==> src/rtl/ssd_pkg.sv <==
// Shared constants and types for the seven-segment display blocks.
// Segment patterns are active-low {a,b,c,d,e,f,g}, a in bit 6.
package ssd_pkg;

  localparam logic [6:0] SEG_0   = 7'b0000001;
  localparam logic [6:0] SEG_1   = 7'b1001111;
  localparam logic [6:0] SEG_2   = 7'b0010010;
  localparam logic [6:0] SEG_3   = 7'b0000110;
  localparam logic [6:0] SEG_4   = 7'b1001100;
  localparam logic [6:0] SEG_5   = 7'b0100100;
  localparam logic [6:0] SEG_6   = 7'b0100000;
  localparam logic [6:0] SEG_7   = 7'b0001111;
  localparam logic [6:0] SEG_8   = 7'b0000000;
  localparam logic [6:0] SEG_9   = 7'b0000100;
  localparam logic [6:0] SEG_A   = 7'b0001000;
  localparam logic [6:0] SEG_B   = 7'b1100000;
  localparam logic [6:0] SEG_C   = 7'b0110001;
  localparam logic [6:0] SEG_D   = 7'b1000010;
  localparam logic [6:0] SEG_E   = 7'b0110000;
  localparam logic [6:0] SEG_F   = 7'b0111000;
  localparam logic [6:0] SEG_OFF = 7'b1111111;

  localparam logic [3:0] ANODE_OFF = 4'b1111;
  localparam logic [7:0] CATH_OFF  = 8'hFF;

  typedef enum logic {
    ST_BLANK = 1'b0,
    ST_SHOW  = 1'b1
  } state_t;

  // Digit i (>0) is a leading zero when it and all higher digits are 0.
  function automatic logic lz_blank(
    input logic [15:0] d,
    input logic [1:0]  i
  );
    logic r;
    r = 1'b0;
    unique case (i)
      2'd1:    r = (d[15:4] == 12'h000);
      2'd2:    r = (d[15:8] == 8'h00);
      2'd3:    r = (d[15:12] == 4'h0);
      default: r = 1'b0;
    endcase
    return r;
  endfunction

endpackage

==> src/rtl/ssd_seg_decode.sv <==
// Hex nibble to active-low seven-segment pattern.
// Purely combinational; shared by the display blocks.
module ssd_seg_decode
  import ssd_pkg::*;
(
  input  logic [3:0] i_hex,
  output logic [6:0] o_seg
);

  // Table lookup of the hex glyph.
  always_comb begin
    o_seg = SEG_OFF;
    unique case (i_hex)
      4'h0: o_seg = SEG_0;
      4'h1: o_seg = SEG_1;
      4'h2: o_seg = SEG_2;
      4'h3: o_seg = SEG_3;
      4'h4: o_seg = SEG_4;
      4'h5: o_seg = SEG_5;
      4'h6: o_seg = SEG_6;
      4'h7: o_seg = SEG_7;
      4'h8: o_seg = SEG_8;
      4'h9: o_seg = SEG_9;
      4'hA: o_seg = SEG_A;
      4'hB: o_seg = SEG_B;
      4'hC: o_seg = SEG_C;
      4'hD: o_seg = SEG_D;
      4'hE: o_seg = SEG_E;
      4'hF: o_seg = SEG_F;
    endcase
  end

endmodule

==> src/rtl/ssd_scan_ctrl.sv <==
// 4-digit multiplexed seven-segment scan controller with
// frame-synchronous shadow update and leading-zero blanking.
module ssd_scan_ctrl
  import ssd_pkg::*;
#(
  parameter int unsigned REFRESH_DIV  = 100000,
  parameter int unsigned BLANK_CYCLES = 1000,
  parameter bit          LZ_SUPPRESS  = 1'b1
) (
  input  logic        clk,
  input  logic        rst_n,
  input  logic        en,
  input  logic        upd_valid,
  output logic        upd_ready,
  input  logic [15:0] upd_data,
  input  logic [3:0]  upd_dp,
  output logic [3:0]  anode,
  output logic [7:0]  cathode,
  output logic        frame_done
);

  localparam int unsigned CW = $clog2(REFRESH_DIV);
  localparam logic [CW-1:0] CNT_LAST =
    CW'(REFRESH_DIV - 1);
  localparam logic [CW-1:0] BLANK_LAST =
    CW'(BLANK_CYCLES - 1);

  state_t        r_state;
  logic [CW-1:0] r_cnt;
  logic [1:0]    r_idx;

  logic [15:0]   r_act_data;
  logic [3:0]    r_act_dp;
  logic [15:0]   r_shd_data;
  logic [3:0]    r_shd_dp;
  logic          r_pending;

  logic [3:0]    r_anode;
  logic [7:0]    r_cathode;
  logic          r_frame_done;

  state_t        w_nxt_state;
  logic [CW-1:0] w_nxt_cnt;
  logic [1:0]    w_nxt_idx;

  logic          w_boundary;
  logic          w_xfer;
  logic          w_commit;
  logic [15:0]   w_nxt_act_data;
  logic [3:0]    w_nxt_act_dp;

  logic [3:0]    w_nib;
  logic [6:0]    w_seg;
  logic          w_blank;
  logic [3:0]    w_anode_d;
  logic [7:0]    w_cath_d;
  logic          w_fd_d;

  // Last SHOW cycle of digit 3 while scanning.
  assign w_boundary = en
                    & (r_state == ST_SHOW)
                    & (r_idx == 2'd3)
                    & (r_cnt == CNT_LAST);

  assign w_xfer   = upd_valid & ~r_pending;
  // Dark display allows an immediate commit.
  assign w_commit = r_pending & (w_boundary | ~en);

  assign w_nxt_act_data = w_commit ? r_shd_data
                                   : r_act_data;
  assign w_nxt_act_dp   = w_commit ? r_shd_dp
                                   : r_act_dp;

  // Shadow capture and frame-synchronous commit.
  always_ff @(posedge clk) begin
    if (!rst_n) begin
      r_shd_data <= '0;
      r_shd_dp   <= '0;
      r_act_data <= '0;
      r_act_dp   <= '0;
      r_pending  <= 1'b0;
    end else begin
      if (w_xfer) begin
        r_shd_data <= upd_data;
        r_shd_dp   <= upd_dp;
      end
      if (w_commit) begin
        r_act_data <= r_shd_data;
        r_act_dp   <= r_shd_dp;
      end
      r_pending <= w_xfer | (r_pending & ~w_commit);
    end
  end

  // Scan state, slot counter and digit index.
  always_ff @(posedge clk) begin
    if (!rst_n) begin
      r_state <= ST_BLANK;
      r_cnt   <= '0;
      r_idx   <= 2'd0;
    end else begin
      r_state <= w_nxt_state;
      r_cnt   <= w_nxt_cnt;
      r_idx   <= w_nxt_idx;
    end
  end

  // Slot sequencing: BLANK then SHOW, then next digit.
  always_comb begin
    w_nxt_state = r_state;
    w_nxt_cnt   = r_cnt + 1'b1;
    w_nxt_idx   = r_idx;
    if (!en) begin
      w_nxt_state = ST_BLANK;
      w_nxt_cnt   = '0;
      w_nxt_idx   = 2'd0;
    end else begin
      unique case (r_state)
        ST_BLANK: begin
          if (r_cnt == BLANK_LAST)
            w_nxt_state = ST_SHOW;
        end
        ST_SHOW: begin
          if (r_cnt == CNT_LAST) begin
            w_nxt_state = ST_BLANK;
            w_nxt_cnt   = '0;
            w_nxt_idx   = r_idx + 2'd1;
          end
        end
        default: w_nxt_state = ST_BLANK;
      endcase
    end
  end

  assign w_nib = w_nxt_act_data[{w_nxt_idx, 2'b00} +: 4];

  ssd_seg_decode u_dec (
    .i_hex (w_nib),
    .o_seg (w_seg)
  );

  // Pin values for the upcoming cycle.
  always_comb begin
    w_anode_d = ANODE_OFF;
    w_cath_d  = CATH_OFF;
    w_blank   = LZ_SUPPRESS
              && lz_blank(w_nxt_act_data, w_nxt_idx);
    if ((w_nxt_state == ST_SHOW) && !w_blank) begin
      w_anode_d = ~(4'b0001 << w_nxt_idx);
      w_cath_d  = {w_seg, ~w_nxt_act_dp[w_nxt_idx]};
    end
    w_fd_d = (w_nxt_state == ST_SHOW)
          && (w_nxt_idx == 2'd3)
          && (w_nxt_cnt == CNT_LAST);
  end

  // Registered pin drivers.
  always_ff @(posedge clk) begin
    if (!rst_n) begin
      r_anode      <= ANODE_OFF;
      r_cathode    <= CATH_OFF;
      r_frame_done <= 1'b0;
    end else begin
      r_anode      <= w_anode_d;
      r_cathode    <= w_cath_d;
      r_frame_done <= w_fd_d;
    end
  end

  assign upd_ready  = ~r_pending;
  assign anode      = r_anode;
  assign cathode    = r_cathode;
  assign frame_done = r_frame_done;

endmodule
==> config.mk <==
export PLATFORM = sky130hd
export DESIGN_NAME = ssd_scan_ctrl
export DESIGN_NICKNAME = d
export VERILOG_FILES = /design/src/rtl/ssd_pkg.sv /design/src/rtl/ssd_seg_decode.sv /design/src/rtl/ssd_scan_ctrl.sv
export SDC_FILE = /design/constraint.sdc
export NUM_CORES = 1
export LEC_CHECK = 0
export ABC_AREA = 1
export CAP_MARGIN = 25
export CORE_AREA = 2 2 91 93
export DETAILED_ROUTE_END_ITERATION = 8
export DIE_AREA = 0 0 93 95
export PLACE_DENSITY = 0.66
export REMOVE_ABC_BUFFERS = 1
export SLEW_MARGIN = 20
export SYNTH_ARGS = -nofsm -noshare
export SYNTH_HDL_FRONTEND = slang
export SYNTH_HIERARCHICAL = 1
export SYNTH_SLANG_ARGS = --single-unit
==> constraint.sdc <==
create_clock -name clk -period 5.4 [get_ports clk]
set_input_delay 1.35 -clock clk [delete_from_list [all_inputs] [get_ports clk]]
set_output_delay 1.35 -clock clk [all_outputs]
set_load 0.03 [all_outputs]
==> impl_results.md <==
* Core ar. at 0.007928 mm2
* Critical path endpoint category: flip-flop
* Pre-CTS worst setup slack at 1173 ps
* Min-delay src: r_shd_data[11]
* Post-synthesis simple-gate area fraction at 0.3537
* Cell Area, Synth at 0.003545 mm2
* DRT Wirelength at about 7.7 mm
* First-pass GRT wire length at 13.08 mm
* Buf/Inv on CP at 5
* HP Class: flip-flop to flip-flop
* CP Data Arrival Time at 4140 ps
* Slew margin rel. at 0.3992
* Clock skew at roughly 4.1 ps
* CP top delay family: buffers and inverters
* Most frequent cells in the layout: nor2_1 (104), nand2_1 (92), dfxtp_1 (74)
* Compound-Gate Fraction of Synth Area at 0.08542
* Fmax at 255.9 MHz
* Worst R2R Setup Slack at ~1900 ps
* R2r worst-path depth at 18
* Die Wd at 93 um
* Post-synth ARST share at 0
* H-tree Lvls at 3
* Pwr/cell area at 280.8 mW/mm2
* Hold buffer count at cts at 0
* DR WL/cell at ~12 um
* Worst slew pin tran at 897.3 ps
* Hold EP: r_shd_data[11]
* Crit path cell chain: clkdlybuf4s50_1, nand2_2, nand2_4, inv_1, nand2_1, nand2_1, inv_1, o221ai_1, inv_1, ha_1, nand2_1, nand3_1, nand2_1, inv_1, nand3_2
* Overall power at 1.183 mW
* Worst Setup SP: en
* Gate Count Post-Synth at 497
* Top FF cell, synth: dfxtp_1
* Startpoint Class: input port
* Final Cycle Share at 0.7237
* Required @ worst endpoint at roughly 5600 ps
* Yosys reg bits at 74
* Post-CTS setup buffers at 0
* Largest net degree at the start of global routing at 29
* Largest family of logic cells by synthesized area: simple AND/OR/NAND/NOR gates
* RR Endpoint: cathode[4]
* Worst vdd ir at roughly 0.00016 V
* Boundary Pins at 38
* Crit-path max FO at 28
* Clock Path Buffers at 2
* ANT cells at 0
* Setup CP Type: input port to flip-flop
* Share of layout cells above drive strength 1 at 0.09108
* Die area at roughly 0.0088 mm2
* Insertion delay to the later sink of the worst-skew pair at 350 ps
* Ys Warns at 6
* Vias in the first global route at 2,968
* Rows at 33
* Seq/Total Area, Yosys at 0.4179
* Max Slew Vio Count at 0
* Reg clk slew, reported paths at 80 ps
* HPWL after DPL at 5.673 mm
* First-pass DRT Iterations at 4
* Number of synthesized flops with an enable pin at 0
* Worst path max stage delay at 560 ps
* Multiplexer share of the synthesized area at 0.005648
* CTS root buf: clkbuf_8
* RSZ-0062 raised after global routing: no
* Initial antenna violation count at 0
* Num Clock Sinks at 74
* 1st-iter DRT viols at 123
* Final setup viols at 0
* Hold Fails Final Rpt at 0
* Post-route ant nets at 0
* Vias per cell at around 4.9
* Final Critical Period at 3908 ps
* Worst path slowest cell: clkdlybuf4s50_1
* Hold depth at 2
* GRT overflow at 0
* Global placer's final weighted congestion at approximately 0.87
* Reg2reg start: r_cnt[0]
* Port Buffers at 37
* Final worst setup slack at 1492 ps
* Residual DRC at 0
* CTS tree: built
* Die height at 95 um
* Synthesized area per cell at between 7 and 8 um2
* Layout Nets at 566
* Final setup TNS at 0 ps
* Adder-cell share of the synthesized area at 0.03177
* GRT Total Usage at 0.1866
* Outcome: finished, final reports clean
* Max capacitance violation total at 0
* Leakage at 1.763 nW
* XOR/XNOR share of the synthesized area at 0.01730
* Most common cell after layout, fill and taps aside: nor2_1
* Synth cell types at 36
* Initial core utilization at 0.4471
* Post-cts repair resize count at 0
* Num CTS Buffers at 9
* Total number of vias at 3,142
* Area Overhead vs Synth at 18.81%
cell families after synthesis:
group	count (synthesis)
XOR/XNOR	7
AO/OA/AOI/OAI	54
flip-flops	74
AND/OR/NAND/NOR	275
multiplexers	2
buffers and inverters	76
adder cells (fa/ha/maj)	9
layout make-up:
| type | instances | area, um2 |
|---|---|---|
| inverter | 61 | 229.0 |
| tap | 105 | 131.4 |
| sequential | 74 | 1481 |
| clock buffer | 10 | 137.6 |
| multi-input combinational | 347 | 1750 |
| clock inverter | 6 | 88.84 |
| fill | 795 | 3716 |
| timing repair buffer | 40 | 392.9 |
through the flow:
stage | hold WS [ps] | area (um2) | util | std cells
3_3_place_gp | 445.7 | 3985 | 0.5027 | 627
6_report | 464.9 | 4212 | 0.5313 | 643
3_5_place_dp | 455.3 | 3985 | 0.5027 | 627
2_1_floorplan | 423.9 | 3461 | - | 482
4_1_cts | 466.3 | 4212 | 0.5313 | 643
5_1_grt | 499.9 | 4212 | 0.5313 | 643
worst reg2reg max path, delay by kind of cell, from the launching register on:
| family | cells | cell delay, ps |
|---|---|---|
| AND/OR/NAND/NOR | 11 | 1410 |
| adder cells (fa/ha/maj) | 2 | 620 |
| flip-flops | 1 | 380 |
| AO/OA/AOI/OAI | 1 | 470 |
| buffers and inverters | 4 | 520 |
state kept, by name, summed over array words and instances (netlist names), 2 cells and up:
register,flops
r_cnt,17
r_act_data,16
r_shd_data,16
cathode,8
anode,4
r_act_dp,4
r_shd_dp,4
r_idx,2
worst max-delay path by stage:
| stage | depth (start not counted) | end |
|---|---|---|
| floorplan | 14 | cathode[4] |
| global placement | 14 | cathode[4] |
| detailed placement | 15 | cathode[4] |
| CTS | 15 | cathode[4] |
| global route | 15 | cathode[4] |
| finish | 15 | cathode[4] |
power by group:
part           total (mW)  switching, mW  internal [mW]  leakage (nW)
clock network       0.487          0.214          0.273         0.109
registers           0.576        0.00948          0.567         0.604
logic               0.119         0.0731         0.0461          1.05
total                1.18          0.297          0.886          1.76
Yosys cell counts, types with 2 or more instances:
cell	count	share of area
nor2_1	104	0.11
nand2_1	92	0.097
dfxtp_1	74	0.42
inv_1	56	0.059
nand3_1	36	0.051
o21ai_0	33	0.047
nand3_2	10	0.028
a21oi_1	9	0.013
ha_1	9	0.032
nor3_1	9	0.013
clkbuf_1	8	0.0085
buf_2	4	0.0056
inv_2	4	0.0042
nand4_1	4	0.0071
o21ai_1	4	0.0056
or2_0	4	0.0071
xor2_1	4	0.0099
buf_6	3	0.0095
nand2_2	3	0.0053
nor2_2	3	0.0053
nor4_1	3	0.0053
xnor2_1	3	0.0074
mux2i_1	2	0.0056
nand4_2	2	0.0071
nor2_4	2	0.0064
o22ai_1	2	0.0035
per-layer routing:
| layer | vias up | track usage | routed length (um) |
|---|---|---|---|
| li1 | 1646 | - | - |
| met1 | 1422 | 0.2233 | 3558 |
| met2 | 62 | 0.3200 | 3635 |
| met3 | 12 | 0.03671 | 329 |
| met4 | 0 | 0.09314 | 162 |
| met5 | - | 0 | 0 |
Note: power is estimated with default switching activity, not from simulation.
